==> src/rtl/stage_sequencer_if.sv <==
// rtl/stage_sequencer_if.sv - control and status bundle for the stage sequencer
interface stage_sequencer_if #(
  parameter int NUM_STAGES  = 5,
  parameter int NUM_SOURCES = 4,
  parameter int CNT_WIDTH   = 8
);
  localparam int SEL_W = (NUM_SOURCES > 1) ? $clog2(NUM_SOURCES) : 1;
  localparam int IDX_W = (NUM_STAGES > 1) ? $clog2(NUM_STAGES) : 1;

  logic                              stall;
  logic                              advance;
  logic                              jump_valid;
  logic [SEL_W-1:0]                  jump_sel;
  logic [NUM_SOURCES*NUM_STAGES-1:0] jump_targets;
  logic [NUM_STAGES-1:0]             stage;
  logic [IDX_W-1:0]                  stage_idx;
  logic                              wrapped;
  logic [CNT_WIDTH-1:0]              stage_cycles;
  logic                              jump_err;
  logic                              jump_err_sticky;

  modport master (
    output stall, advance, jump_valid, jump_sel, jump_targets,
    input  stage, stage_idx, wrapped, stage_cycles, jump_err, jump_err_sticky
  );

  modport slave (
    input  stall, advance, jump_valid, jump_sel, jump_targets,
    output stage, stage_idx, wrapped, stage_cycles, jump_err, jump_err_sticky
  );
endinterface

==> src/rtl/stage_sequencer.sv <==
// rtl/stage_sequencer.sv - registered one-hot stage sequencer with hold, advance and checked jumps
module stage_sequencer #(
  parameter int NUM_STAGES  = 5,
  parameter int NUM_SOURCES = 4,
  parameter int CNT_WIDTH   = 8
) (
  input  logic              clk,
  input  logic              reset,
  stage_sequencer_if.slave  bus
);
  localparam int SEL_W = (NUM_SOURCES > 1) ? $clog2(NUM_SOURCES) : 1;
  localparam int IDX_W = (NUM_STAGES > 1) ? $clog2(NUM_STAGES) : 1;

  logic [NUM_STAGES-1:0] stage_q, stage_d;
  logic [IDX_W-1:0]      idx_q, idx_d;
  logic                  wrapped_q, wrapped_d;
  logic [CNT_WIDTH-1:0]  cycles_q, cycles_d, cycles_inc;
  logic                  err_q, err_d;
  logic                  sticky_q, sticky_d;
  logic [NUM_STAGES-1:0] jump_target;
  logic                  jump_hit;
  logic                  jump_ok;

  // State register: every output comes straight from a flop
  always_ff @(posedge clk) begin
    if (reset) begin
      stage_q   <= NUM_STAGES'(1);
      idx_q     <= '0;
      wrapped_q <= 1'b0;
      cycles_q  <= '0;
      err_q     <= 1'b0;
      sticky_q  <= 1'b0;
    end else begin
      stage_q   <= stage_d;
      idx_q     <= idx_d;
      wrapped_q <= wrapped_d;
      cycles_q  <= cycles_d;
      err_q     <= err_d;
      sticky_q  <= sticky_d;
    end
  end

  // Next state: stall beats jump beats advance beats hold; a bad jump holds and flags
  always_comb begin
    jump_target = '0;
    jump_hit    = 1'b0;
    for (int i = 0; i < NUM_SOURCES; i++) begin
      if (bus.jump_sel == SEL_W'(i)) begin
        jump_target = bus.jump_targets[i*NUM_STAGES +: NUM_STAGES];
        jump_hit    = 1'b1;
      end
    end
    jump_ok    = jump_hit && $onehot(jump_target);
    cycles_inc = (cycles_q == '1) ? cycles_q : cycles_q + CNT_WIDTH'(1);

    stage_d   = stage_q;
    cycles_d  = cycles_inc;
    wrapped_d = 1'b0;
    err_d     = 1'b0;
    sticky_d  = sticky_q;

    if (bus.stall) begin
      stage_d = stage_q;
    end else if (bus.jump_valid) begin
      if (jump_ok) begin
        stage_d  = jump_target;
        cycles_d = '0;
      end else begin
        err_d    = 1'b1;
        sticky_d = 1'b1;
      end
    end else if (bus.advance) begin
      stage_d   = {stage_q[NUM_STAGES-2:0], stage_q[NUM_STAGES-1]};
      cycles_d  = '0;
      wrapped_d = stage_q[NUM_STAGES-1];
    end

    idx_d = '0;
    for (int i = 0; i < NUM_STAGES; i++) begin
      if (stage_d[i]) idx_d = IDX_W'(i);
    end
  end

  // Outputs: drive the bundle from the registered state
  always_comb begin
    bus.stage           = stage_q;
    bus.stage_idx       = idx_q;
    bus.wrapped         = wrapped_q;
    bus.stage_cycles    = cycles_q;
    bus.jump_err        = err_q;
    bus.jump_err_sticky = sticky_q;
  end
endmodule

==> src/flat_wrapper.sv <==
// flat-port wrapper written by rule: the top's interface ports become plain ports
module stage_sequencer_flat 
#(
  parameter int NUM_STAGES  = 5,
  parameter int NUM_SOURCES = 4,
  parameter int CNT_WIDTH   = 8
)
  (clk, reset, bus_stall, bus_advance, bus_jump_valid, bus_jump_sel, bus_jump_targets, bus_stage, bus_stage_idx, bus_wrapped, bus_stage_cycles, bus_jump_err, bus_jump_err_sticky);
  stage_sequencer_if #(.NUM_STAGES(NUM_STAGES), .NUM_SOURCES(NUM_SOURCES), .CNT_WIDTH(CNT_WIDTH)) bus_i ();
  input  logic clk;
  input  logic reset;
  input wire logic [$bits(bus_i.stall)-1:0] bus_stall;
  input wire logic [$bits(bus_i.advance)-1:0] bus_advance;
  input wire logic [$bits(bus_i.jump_valid)-1:0] bus_jump_valid;
  input wire logic [$bits(bus_i.jump_sel)-1:0] bus_jump_sel;
  input wire logic [$bits(bus_i.jump_targets)-1:0] bus_jump_targets;
  output wire logic [$bits(bus_i.stage)-1:0] bus_stage;
  output wire logic [$bits(bus_i.stage_idx)-1:0] bus_stage_idx;
  output wire logic [$bits(bus_i.wrapped)-1:0] bus_wrapped;
  output wire logic [$bits(bus_i.stage_cycles)-1:0] bus_stage_cycles;
  output wire logic [$bits(bus_i.jump_err)-1:0] bus_jump_err;
  output wire logic [$bits(bus_i.jump_err_sticky)-1:0] bus_jump_err_sticky;
  assign bus_i.stall = bus_stall;
  assign bus_i.advance = bus_advance;
  assign bus_i.jump_valid = bus_jump_valid;
  assign bus_i.jump_sel = bus_jump_sel;
  assign bus_i.jump_targets = bus_jump_targets;
  assign bus_stage = bus_i.stage;
  assign bus_stage_idx = bus_i.stage_idx;
  assign bus_wrapped = bus_i.wrapped;
  assign bus_stage_cycles = bus_i.stage_cycles;
  assign bus_jump_err = bus_i.jump_err;
  assign bus_jump_err_sticky = bus_i.jump_err_sticky;
  stage_sequencer #(.NUM_STAGES(NUM_STAGES), .NUM_SOURCES(NUM_SOURCES), .CNT_WIDTH(CNT_WIDTH)) u_core (.clk(clk), .reset(reset), .bus(bus_i));
endmodule
==> config.mk <==
export PLATFORM = sky130hd
export DESIGN_NAME = stage_sequencer_flat
export DESIGN_NICKNAME = d
export VERILOG_FILES = /design/src/rtl/stage_sequencer_if.sv /design/src/rtl/stage_sequencer.sv /design/src/flat_wrapper.sv
export SDC_FILE = /design/constraint.sdc
export NUM_CORES = 1
export LEC_CHECK = 0
export CAP_MARGIN = 20
export CORE_AREA = 2 2 53 55
export DETAILED_ROUTE_END_ITERATION = 10
export DIE_AREA = 0 0 55 57
export PLACE_DENSITY = 0.76
export SYNTH_ARGS = -nofsm -noshare
export SYNTH_HDL_FRONTEND = slang
export SYNTH_SLANG_ARGS = --single-unit
==> constraint.sdc <==
create_clock -name clk -period 3.8 [get_ports clk]
set_input_delay 0.38 -clock clk [delete_from_list [all_inputs] [get_ports clk]]
set_output_delay 0.38 -clock clk [all_outputs]
set_load 0.05 [all_outputs]
==> summary.txt <==
CTS tree = done
Crit path largest cell delay = 0.63 ns
Lkg Pwr = 0.604 nW
initial core utilization = 0.381
Worst Skew = 0.00265 ns
total power = 0.540 mW
CP max stage cell = mux4_1
Layout area overhead = 54.6%
fmax = 277 MHz
Placed Area = 1500 µm²
Top FF cell, synth = dfxtp_1
Final Critical Period = 3.61 ns
DP HPWL = 2010 µm
Worst Hold Class = reg -> reg
Reg clk slew, reported paths = 0.10 ns
cell chain of the critical path = clkdlybuf4s50_1 -> mux4_1 -> ha_1 -> inv_1 -> fa_1 -> fa_1 -> and4b_1 -> buf_4 -> a22oi_2 -> a2bb2oi_2 -> nor2b_2 -> nor3_1
Clk pwr share = 0.209
PortBufs = 45
largest net degree at the start of global routing = 11
FF-to-FF setup slack = 2.33 ns
Core ar. = 2620 µm²
dpl ws = -0.114 ns
max-cap viol count = 0
Via Count = 950
metal1 wirelength = 944 µm
Post-Syn Area = 996 µm²
post-synthesis instance total = 100
die height = 57 µm
initial antenna violation count = 0
Slew HR = 0.662
nets@finish = 184
R2R Path End = u_core.bus.stage_cycles[5]$_SDFF_PP0_
final wirelength = 2390 µm
Total Routing Usage GR = 0.173
Sequential Power Share = 0.398
CP Capture Type = flip-flop
share of cells above drive strength 1 = 0.113
H-Tree Depth = 1
startpoint types = primary input
setup violators final = 0
Final Slew Violations = 0
Final Worst Setup Slack = 0.194 ns
Worst Max-Slew Pin Slew = 0.506 ns
post-layout instance area = 1540 µm²
Root Driver = clkbuf_4
First-pass DRT Iterations = 4
synthesis-stage register bit count = 18
Synth top area share = 0.362
worst skew pair latency = 0.28 ns
most frequent cells in the layout = clkdlybuf4s50_1, dfxtp_1, nor2_1
sequential area share after synthesis = 0.362
Power Internal = 0.360 mW
WL met3 = 207 µm
CTS Sinks = 18
Core Util, Final = 0.589
first-pass GRT wire length = 3950 µm
Antenna Cells = 0
Switch Pwr = 0.180 mW
worst hold stages = 1
Worst EP arrival = 3.78 ns
hold slack = 0.480 ns
Vias/cell = 5.22
logic gate share of total power = 0.393
die area = 3140 µm²
hold endpoint = u_core.bus.jump_err_sticky$_SDFFE_PP0P_
syn_area_per_cell = 9.96 µm²
Met2 Routed Length = 1230 µm
ranking of synthesized cells by area = dfxtp_1, mux4_1, mux4_2
hold_buf cts = 0
count of cell types in the netlist = 37
kind of critical path = in -> reg
Yosys top cell by area = dfxtp_1
switching share of power = 0.333
post-CTS sizing = 0
DRC = 0
CP max FO = 5
YS warnings = 0
worst r2r src = u_core.bus.stage_cycles[4]$_SDFF_PP0_
Rows = 19
Detailed Route Iter0 Violations = 5
# fillers = 230
most used cell, CP = fa_1
final hold vios = 0
RSZ-0062 raised after global routing = false
Worst VDD drop = 0.249 mV
status = complete, no violations
total CTS buffers = 3
EDFF count, synth = 0
Async S/R FF share, synth = 0
cell count of the worst reg-to-reg path = 5
Syn Nets = 132
Cell Pwr Density = 351 nW/µm²
post-route clock period utilization = 0.949
hold path start = u_core.bus.jump_err_sticky$_SDFFE_PP0P_
gpl congestion = 0.809
Crit path required time = 3.98 ns
vias in the first global route = 969
total grt overflow = 0
Setup Buffers After CTS = 0
Die W = 55 µm
Clock Path Buffers = 2
WL/cell = 13.2 µm
commonest non-fill, non-tap cell in the layout = clkdlybuf4s50_1
top sig layer = met4
number of top-level pins = 46
antenna-violating nets left = 0
[how the worst max path moves through the flow]
stage / from / to / slack, ns
floorplan: bus_jump_sel[0] / u_core.bus.stage_idx[0]$_SDFF_PP0_ / 0.45
finish: bus_jump_sel[0] / u_core.bus.stage_idx[1]$_SDFF_PP0_ / 0.19
CTS: bus_jump_sel[0] / u_core.bus.stage_idx[0]$_SDFF_PP0_ / 0.20
global placement: bus_jump_sel[0] / u_core.bus.stage_idx[1]$_SDFF_PP0_ / -0.05
global route: bus_jump_sel[0] / u_core.bus.stage_idx[1]$_SDFF_PP0_ / 0.03
detailed placement: bus_jump_sel[0] / u_core.bus.stage_idx[1]$_SDFF_PP0_ / -0.11
[power groups by stage]
stage                     logic, mW  registers [mW]  clock network (mW)
after floorplan              0.0799           0.266                   0
after global placement        0.206           0.219                   0
after detailed placement      0.213           0.219                   0
after CTS                     0.214           0.215               0.118
after global routing          0.230           0.217               0.127
final                         0.213           0.215               0.113
[flip-flops by register name, indices dropped and copies added, names as in the netlist]
register / flops
u_core.bus.jump_err: 1
u_core.bus.wrapped: 1
u_core.bus.jump_err_sticky: 1
u_core.bus.stage_idx: 2
u_core.bus.stage: 5
u_core.bus.stage_cycles: 8
[stage by stage]
stage | std cells | setup TNS (ns)
5_1_grt | 182 | 0
3_3_place_gp | 178 | -0.0734
4_1_cts | 182 | 0
6_report | 182 | 0
3_5_place_dp | 178 | -0.422
2_1_floorplan | 100 | 0
[cells in the mapped netlist, types with 2 or more instances]
master	number
a211oi_1	2
a21oi_1	4
a22oi_1	3
and2_1	3
and3_1	3
clkbuf_1	2
dfxtp_1	18
fa_1	2
ha_1	3
inv_1	8
mux4_1	3
mux4_2	2
nand2_1	4
nand3_1	4
nor2_1	11
nor2b_1	2
nor3_1	3
o2bb2ai_1	2
xnor2_1	2
xor2_1	2
[cells by family after synthesis]
| logic type | after synthesis | synth area share |
|---|---|---|
| compound gates | 20 | 0.151 |
| mux | 6 | 0.134 |
| flops | 18 | 0.362 |
| simple gates | 35 | 0.183 |
| buf+inv | 12 | 0.0565 |
| xor+xnor | 4 | 0.0352 |
| fa+ha+maj | 5 | 0.0779 |
[worst max-delay path: cells and delay by family]
kind,cells,cell delay [ns]
buffers and inverters,3,0.81
AND/OR/NAND/NOR,3,0.42
AO/OA/AOI/OAI,2,0.37
adder cells (fa/ha/maj),3,1.17
multiplexers,1,0.63
[metal layers]
layer / track usage / vias up
met1: 0.193 / 433
li1: - / 464
met5: 0 / -
met4: 0.0418 / 0
met3: 0.0550 / 4
met2: 0.310 / 49
[layout make-up]
| cell class | count | area [µm²] | area share |
|---|---|---|---|
| Inverter | 8 | 30.0 | 0.0195 |
| Clock buffer | 4 | 36.3 | 0.0236 |
| Timing Repair Buffer | 51 | 495 | 0.322 |
| Tap cell | 31 | 38.8 | 0.0252 |
| Sequential cell | 18 | 360 | 0.234 |
| Multi-Input combinational cell | 70 | 579 | 0.376 |
Power figures use the tool's default switching activity.
